$ cat src/rtl/trace_pkg.sv
`default_nettype none
// ============================================================================
// Module      : trace_pkg
// Description : Shared run-state and wrap-mode encodings for the PC tracer.
// Revision    : 1.0 - initial release
// ============================================================================
package trace_pkg;

    typedef enum logic [1:0] {
        ST_IDLE = 2'd0,
        ST_RUN  = 2'd1,
        ST_DONE = 2'd2
    } state_t;

    localparam int c_WRAP_STOP      = 0;
    localparam int c_WRAP_OVERWRITE = 1;

endpackage
`default_nettype wire

$ cat src/rtl/trace_fifo.sv
`default_nettype none
// ============================================================================
// Module      : trace_fifo
// Description : PC trace storage: push/pop FIFO with drop or overwrite on full.
// Revision    : 1.0 - initial release
// ============================================================================
module trace_fifo
    import trace_pkg::*;
#(
    parameter int ADDR_W    = 32,
    parameter int DEPTH     = 16,
    parameter int WRAP_MODE = c_WRAP_STOP
) (
    input  logic                   clk,
    input  logic                   reset,
    input  logic                   clear,
    input  logic                   push,
    input  logic [ADDR_W-1:0]      push_data,
    input  logic                   pop,
    output logic [ADDR_W-1:0]      rd_data,
    output logic                   rd_valid,
    output logic [$clog2(DEPTH):0] count,
    output logic                   overflow
);

    localparam int                 c_PTR_W = $clog2(DEPTH);
    localparam logic [c_PTR_W:0]   c_FULL  = (c_PTR_W+1)'(DEPTH);
    localparam logic [c_PTR_W-1:0] c_P_ONE = c_PTR_W'(1);
    localparam logic [c_PTR_W:0]   c_C_ONE = (c_PTR_W+1)'(1);

    logic [ADDR_W-1:0]  r_mem [DEPTH];
    logic [c_PTR_W-1:0] r_wptr;
    logic [c_PTR_W-1:0] r_rptr;
    logic [c_PTR_W:0]   r_count;
    logic [ADDR_W-1:0]  r_rd_data;
    logic               r_rd_valid;
    logic               r_overflow;

    logic w_full;
    logic w_do_pop;
    logic w_evict;
    logic w_write;
    logic w_grow;

    assign w_full   = (r_count == c_FULL);
    assign w_do_pop = pop && (r_count != '0);
    // A pop in the same cycle frees a slot, so a full-buffer push is not an overflow then.
    assign w_evict  = push && w_full && !w_do_pop;
    assign w_write  = push && (!w_evict || (WRAP_MODE == c_WRAP_OVERWRITE));
    assign w_grow   = w_write && !w_evict;

    always_ff @(posedge clk) begin
        if (w_write) begin
            r_mem[r_wptr] <= push_data;
        end
    end

    always_ff @(posedge clk) begin
        if (!reset) begin
            r_wptr     <= '0;
            r_rptr     <= '0;
            r_count    <= '0;
            r_rd_data  <= '0;
            r_rd_valid <= 1'b0;
            r_overflow <= 1'b0;
        end else if (clear) begin
            r_wptr     <= '0;
            r_rptr     <= '0;
            r_count    <= '0;
            r_rd_valid <= 1'b0;
            r_overflow <= 1'b0;
        end else begin
            r_rd_valid <= w_do_pop;
            if (w_do_pop) begin
                r_rd_data <= r_mem[r_rptr];
            end
            if (w_write) begin
                r_wptr <= r_wptr + c_P_ONE;
            end
            // Overwrite mode discards the oldest entry by stepping the read side too.
            if (w_do_pop || (w_write && w_evict)) begin
                r_rptr <= r_rptr + c_P_ONE;
            end
            if (w_grow && !w_do_pop) begin
                r_count <= r_count + c_C_ONE;
            end else if (!w_grow && w_do_pop) begin
                r_count <= r_count - c_C_ONE;
            end
            if (w_evict) begin
                r_overflow <= 1'b1;
            end
        end
    end

    assign rd_data  = r_rd_data;
    assign rd_valid = r_rd_valid;
    assign count    = r_count;
    assign overflow = r_overflow;

endmodule
`default_nettype wire

$ cat src/rtl/pc_trace_monitor.sv
`default_nettype none
// ============================================================================
// Module      : pc_trace_monitor
// Description : Captures changing CPU PCs per run; stops on stall or timeout.
// Revision    : 1.0 - initial release
// ============================================================================
module pc_trace_monitor
    import trace_pkg::*;
#(
    parameter int ADDR_W      = 32,
    parameter int DEPTH       = 16,
    parameter int CYC_W       = 32,
    parameter int STALL_LIMIT = 8,
    parameter int WRAP_MODE   = c_WRAP_STOP
) (
    input  logic                   clk,
    input  logic                   reset,
    input  logic                   start,
    input  logic [ADDR_W-1:0]      pc,
    input  logic                   pc_valid,
    input  logic [CYC_W-1:0]       cycle_limit,
    input  logic                   rd_en,
    output logic [ADDR_W-1:0]      rd_data,
    output logic                   rd_valid,
    output logic [$clog2(DEPTH):0] count,
    output logic                   overflow,
    output logic                   halted,
    output logic                   timeout,
    output logic                   busy,
    output logic                   done
);

    localparam int                   c_STALL_W   = $clog2(STALL_LIMIT) + 1;
    localparam logic [c_STALL_W-1:0] c_STALL_HIT = c_STALL_W'(STALL_LIMIT - 1);
    localparam logic [c_STALL_W-1:0] c_S_ONE     = c_STALL_W'(1);
    localparam logic [CYC_W-1:0]     c_CYC_ONE   = CYC_W'(1);

    state_t               r_state;
    logic [CYC_W-1:0]     r_cycle_cnt;
    logic [CYC_W-1:0]     r_limit;
    logic [c_STALL_W-1:0] r_stall_cnt;
    logic [ADDR_W-1:0]    r_last_pc;
    logic                 r_last_valid;
    logic                 r_halted;
    logic                 r_timeout;
    logic                 r_busy;
    logic                 r_done;

    logic                 w_run;
    logic                 w_clear;
    logic                 w_same;
    logic                 w_push;
    logic [c_STALL_W-1:0] w_stall_nxt;
    logic                 w_halt_hit;
    logic                 w_tmo_hit;

    assign w_run       = (r_state == ST_RUN);
    assign w_clear     = start && !w_run;
    assign w_same      = pc_valid && r_last_valid && (pc == r_last_pc);
    assign w_push      = w_run && pc_valid && !w_same;
    assign w_stall_nxt = r_stall_cnt + c_S_ONE;
    assign w_halt_hit  = w_run && w_same && (w_stall_nxt == c_STALL_HIT);
    // A zero limit would never match limit-1, so it expires on the first run cycle.
    assign w_tmo_hit   = w_run && ((r_limit == '0) || (r_cycle_cnt == r_limit - c_CYC_ONE));

    always_ff @(posedge clk) begin
        if (!reset) begin
            r_state      <= ST_IDLE;
            r_cycle_cnt  <= '0;
            r_limit      <= '0;
            r_stall_cnt  <= '0;
            r_last_pc    <= '0;
            r_last_valid <= 1'b0;
            r_halted     <= 1'b0;
            r_timeout    <= 1'b0;
            r_busy       <= 1'b0;
            r_done       <= 1'b0;
        end else begin
            r_done <= 1'b0;
            case (r_state)
                ST_IDLE, ST_DONE: begin
                    if (start) begin
                        r_state      <= ST_RUN;
                        r_busy       <= 1'b1;
                        r_limit      <= cycle_limit;
                        r_cycle_cnt  <= '0;
                        r_stall_cnt  <= '0;
                        r_last_valid <= 1'b0;
                        r_halted     <= 1'b0;
                        r_timeout    <= 1'b0;
                    end
                end
                ST_RUN: begin
                    r_cycle_cnt <= r_cycle_cnt + c_CYC_ONE;
                    if (w_push) begin
                        r_last_pc    <= pc;
                        r_last_valid <= 1'b1;
                        r_stall_cnt  <= '0;
                    end else if (w_same) begin
                        r_stall_cnt <= w_stall_nxt;
                    end
                    if (w_halt_hit) begin
                        r_halted <= 1'b1;
                    end
                    if (w_tmo_hit) begin
                        r_timeout <= 1'b1;
                    end
                    if (w_halt_hit || w_tmo_hit) begin
                        r_state <= ST_DONE;
                        r_busy  <= 1'b0;
                        r_done  <= 1'b1;
                    end
                end
                default: begin
                    r_state <= ST_IDLE;
                    r_busy  <= 1'b0;
                end
            endcase
        end
    end

    trace_fifo #(
        .ADDR_W    (ADDR_W),
        .DEPTH     (DEPTH),
        .WRAP_MODE (WRAP_MODE)
    ) u_fifo (
        .clk       (clk),
        .reset     (reset),
        .clear     (w_clear),
        .push      (w_push),
        .push_data (pc),
        .pop       (rd_en),
        .rd_data   (rd_data),
        .rd_valid  (rd_valid),
        .count     (count),
        .overflow  (overflow)
    );

    assign halted  = r_halted;
    assign timeout = r_timeout;
    assign busy    = r_busy;
    assign done    = r_done;

endmodule
`default_nettype wire

$ cat config.mk
export PLATFORM = sky130hd
export DESIGN_NAME = pc_trace_monitor
export DESIGN_NICKNAME = d
export VERILOG_FILES = /design/src/rtl/trace_pkg.sv /design/src/rtl/trace_fifo.sv /design/src/rtl/pc_trace_monitor.sv
export SDC_FILE = /design/constraint.sdc
export NUM_CORES = 1
export LEC_CHECK = 0
export ABC_AREA = 1
export CORE_MARGIN = 5
export CORE_UTILIZATION = 40
export CTS_BUF_LIST = sky130_fd_sc_hd__clkbuf_16
export DETAILED_ROUTE_END_ITERATION = 8
export PLACE_DENSITY = 0.64
export SYNTH_ARGS = -nofsm -noshare
export SYNTH_HDL_FRONTEND = slang
export SYNTH_HIERARCHICAL = 1
export SYNTH_SLANG_ARGS = --single-unit
$ cat constraint.sdc
create_clock -name clk -period 5.8 [get_ports clk]
set_clock_uncertainty 0.1 [all_clocks]
set_input_delay 1.16 -clock clk [delete_from_list [all_inputs] [get_ports clk]]
set_output_delay 1.16 -clock clk [all_outputs]
set_load 0.02 [all_outputs]
==> flow_summary.ini <==
[pwr]
p_leak_nw = 14.24
p_per_area_nw_per_um2 = 341.8
peakVddDrop_v = 0.0002349

[detailed_routing]
post_drt_wl_per_cell_um = 18.88
highest_layer = met4
drc = 0
drt_iter0_markers = 2217
dr_wl_met3_mm = 7.181
drt_wl_total_mm = 83.22
wl_met1_mm = 35.28
drt_first_pass_iters = 5
antenna_left = 0
wl_met2_mm = 38.80
vias_per_cell = 5.141
vias = 22660

[final_layout]
multiInputGateArea_sq_um = 9489
nets = 3457
drive_gt1_share_pct = 7.979
register_area_sq_um = 18470
syn_to_final_growth_pct = 15.51
fill_cells = 6975

[critical_path]
critPathKind = input port to flip-flop
arrival_ps = 4980
crit_path_end_kind = flip-flop
critPathTopFamily = simple AND/OR/NAND/NOR gates
cp_data_required_time_ps = 5990
slowest_delay_ps = 860
crit_top_cell = nand2_1
critPathSlowestCell = clkdlybuf4s50_1
path_cells = clkdlybuf4s50_1 > nor2_1 > nor4_1 > nand4_1 > nor2_1 > nand3_1 > nand2_1 > inv_2 > nand4_1 > nand2_1 > inv_1 > nand2_1 > nor2_4 > buf_12
start_kind = input port
crit_path_max_fanout = 23
crit_buf_inv = 4

[clock_tree]
numCtsBuffers = 74
path_clk_slew_ps = 60
cts_tree = done
cts_hold_buf = 0
h-tree-depth = 3
root_buffer = clkbuf_16
postCtsSetupRepairBufs = 0
ctsResizeCount = 0
clock_insertion_delay_worst_skew_ps = 610
cts.sinks = 666
clock_path_buffers = 3

[yosys]
synth_area_sq_um = 30230
synth_edf_count = 512
postSynthAreaPerCell_sq_um = 9.265
ys.flop_type = edfxtp_1
synth_cells = 3263
synth.distinct_cells = 54
syn_nets = 3346
yosysWarnings = 6
async_flop_share_pct = 0
ys_ff_latch = 666
ys_seq_area_share_pct = 61.05

[die]
num_io_pins = 112
die_w_um = 284.9
initial_core_util_pct = 40.47
fp.dieH_um = 284.9
core_area_sq_um = 74700
die-area_sq_um = 81180
num_rows = 100

[timing]
setup_viol = 0
grt_setup_unrepaired = false
setup_tns_ps = 0
slew_violations = 0
slew-limit-headroom_pct = 22.66
finalWorstPathRequiredPeriod_ps = 4794
timing.final.crit_share_pct = 82.66
worst_slack_ps = 1006
tightest_slew_ps = 1160
max_freq_mhz = 208.6
hold_violations = 0

[grt]
grt_pass1_wl_mm = 126.3
grt_pass1_vias = 21240
grt_max_degree = 112
antenna_found_initial = 2
grt_overflow = 0
track_usage_pct = 19.91

[placement]
finalWeightedCongestion = 0.8997
numPortBuffers = 111
place_ws_ps = 421.0
dp_hpwl_mm = 52.57

[run]
cap_violations = 0

[hold_path]
min_path_type = flip-flop to flip-flop

[run_status]
status = completed
[registers in the layout, indices dropped and copies added (netlist names), 2 cells and up]
register	flops
r_cycle_cnt	32
r_last_pc	32
r_limit	32
r_stall_cnt	4
r_state	2
u_fifo/count	5
u_fifo/r_mem	512
u_fifo/r_rptr	4
u_fifo/r_wptr	4
u_fifo/rd_data	32
[cells in the final DEF, fill, tap and decap left out, types with 4 or more instances in the layout]
cell type	synthesis	final
diode_2	0	4
clkdlybuf4s50_1	0	110
o21a_1	33	33
bufinv_16	0	7
clkinv_1	1	18
ha_1	13	13
nor2_1	195	179
o21ai_1	15	15
buf_4	25	68
xnor2_1	21	21
inv_1	394	404
clkbuf_16	0	78
nor2_4	15	31
buf_12	0	7
o21ai_0	79	79
a21oi_1	75	75
nor4_1	9	9
or2_2	8	8
nand3_1	406	406
edfxtp_1	512	512
xor2_1	22	22
inv_2	15	17
clkinv_2	0	12
nor2_2	9	9
nand3b_1	13	13
dfxtp_1	154	150
nand2_2	12	12
nand4_1	24	24
a211oi_1	7	7
nor3_1	17	17
nand2_1	1030	1030
clkinv_8	0	4
[per-stage QoR]
| step | utilization (%) | cells | area (sq um) | power (mW) | hold WS [ps] |
|---|---|---|---|---|---|
| 2_1_floorplan | - | 3263 | 30230 | 6.729 | 330.0 |
| 3_3_place_gp | 43.47 | 4267 | 32470 | 7.354 | 346.2 |
| 3_5_place_dp | 43.47 | 4267 | 32470 | 7.370 | 352.1 |
| 4_1_cts | 46.74 | 4403 | 34910 | 12.03 | 358.4 |
| 5_1_grt | 46.74 | 4403 | 34910 | 12.45 | 382.3 |
| 6_report | 46.75 | 4407 | 34920 | 11.94 | 359.6 |
[path summary, 6_finish.rpt]
path                                      start                   to  slack, ps  cells after the start
worst max-delay path                     pc[17]  u_fifo/r_mem[9][26]       1010                     14
worst min-delay path            u_fifo/overflow      u_fifo/overflow        360                      2
worst max register to register    r_last_pc[10]  u_fifo/r_mem[9][26]       2030                     14
worst min register to register  u_fifo/overflow      u_fifo/overflow        360                      2
[synthesized netlist by cell type (all sizes together), types with 3 or more instances]
cell type | number | area (sq um)
xor2 | 22 | 192.7
o21ai | 94 | 470.5
dfxtp | 154 | 3083
o21a | 33 | 247.7
xnor2 | 21 | 183.9
buf | 100 | 673.2
o31ai | 3 | 22.52
or2 | 11 | 68.82
ha | 13 | 162.7
nor2 | 219 | 957.2
a211oi | 8 | 65.06
nand4 | 25 | 171.4
nand2 | 1043 | 3953
inv | 410 | 1541
edfxtp | 512 | 15370
nand3 | 409 | 2062
a21oi | 75 | 375.4
nor3 | 19 | 111.4
nand3b | 13 | 97.59
clkbuf | 50 | 187.7
nor4 | 10 | 68.81
[tightest hold or removal path, delay by kind of cell (launching register included)]
| kind | cells | cell delay, ps |
|---|---|---|
| flip-flops | 1 | 310 |
| buffers and inverters | 1 | 50 |
| AO/OA/AOI/OAI | 1 | 50 |
[layout make-up]
type	instances	share of cell area, %
Sequential cell	666	52.88
Multi-Input combinational cell	2036	27.17
Clock buffer	78	5.589
Timing Repair Buffer	185	5.016
Inverter	411	4.439
Tap cell	969	3.472
Clock inverter	58	1.397
Antenna cell	4	0.02866
[logic make-up (layout without fill, tap and decap cells)]
| family | after synthesis | count (layout) | synth area share (%) |
|---|---|---|---|
| other cells | 0 | 4 | 0 |
| simple gates | 1753 | 1753 | 24.87 |
| buf+inv | 561 | 732 | 7.958 |
| compound gates | 226 | 226 | 4.267 |
| xor+xnor | 43 | 43 | 1.246 |
| flops | 666 | 666 | 61.05 |
| fa+ha+maj | 14 | 14 | 0.6042 |
[metal layers]
metal / GRT usage [%] / vias to the layer above
met5: 0 / -
met4: 5.200 / 0
met3: 4.177 / 128
met2: 32.47 / 880
met1: 27.33 / 10740
li1: - / 10910
[where the power goes]
part	leakage (nW)	internal [mW]	switching (mW)
registers	5.87	5.25	0.129
logic	7.13	0.626	1.26
clock network	1.24	2.75	1.91
No activity file was read; power rests on OpenSTA's default activity.
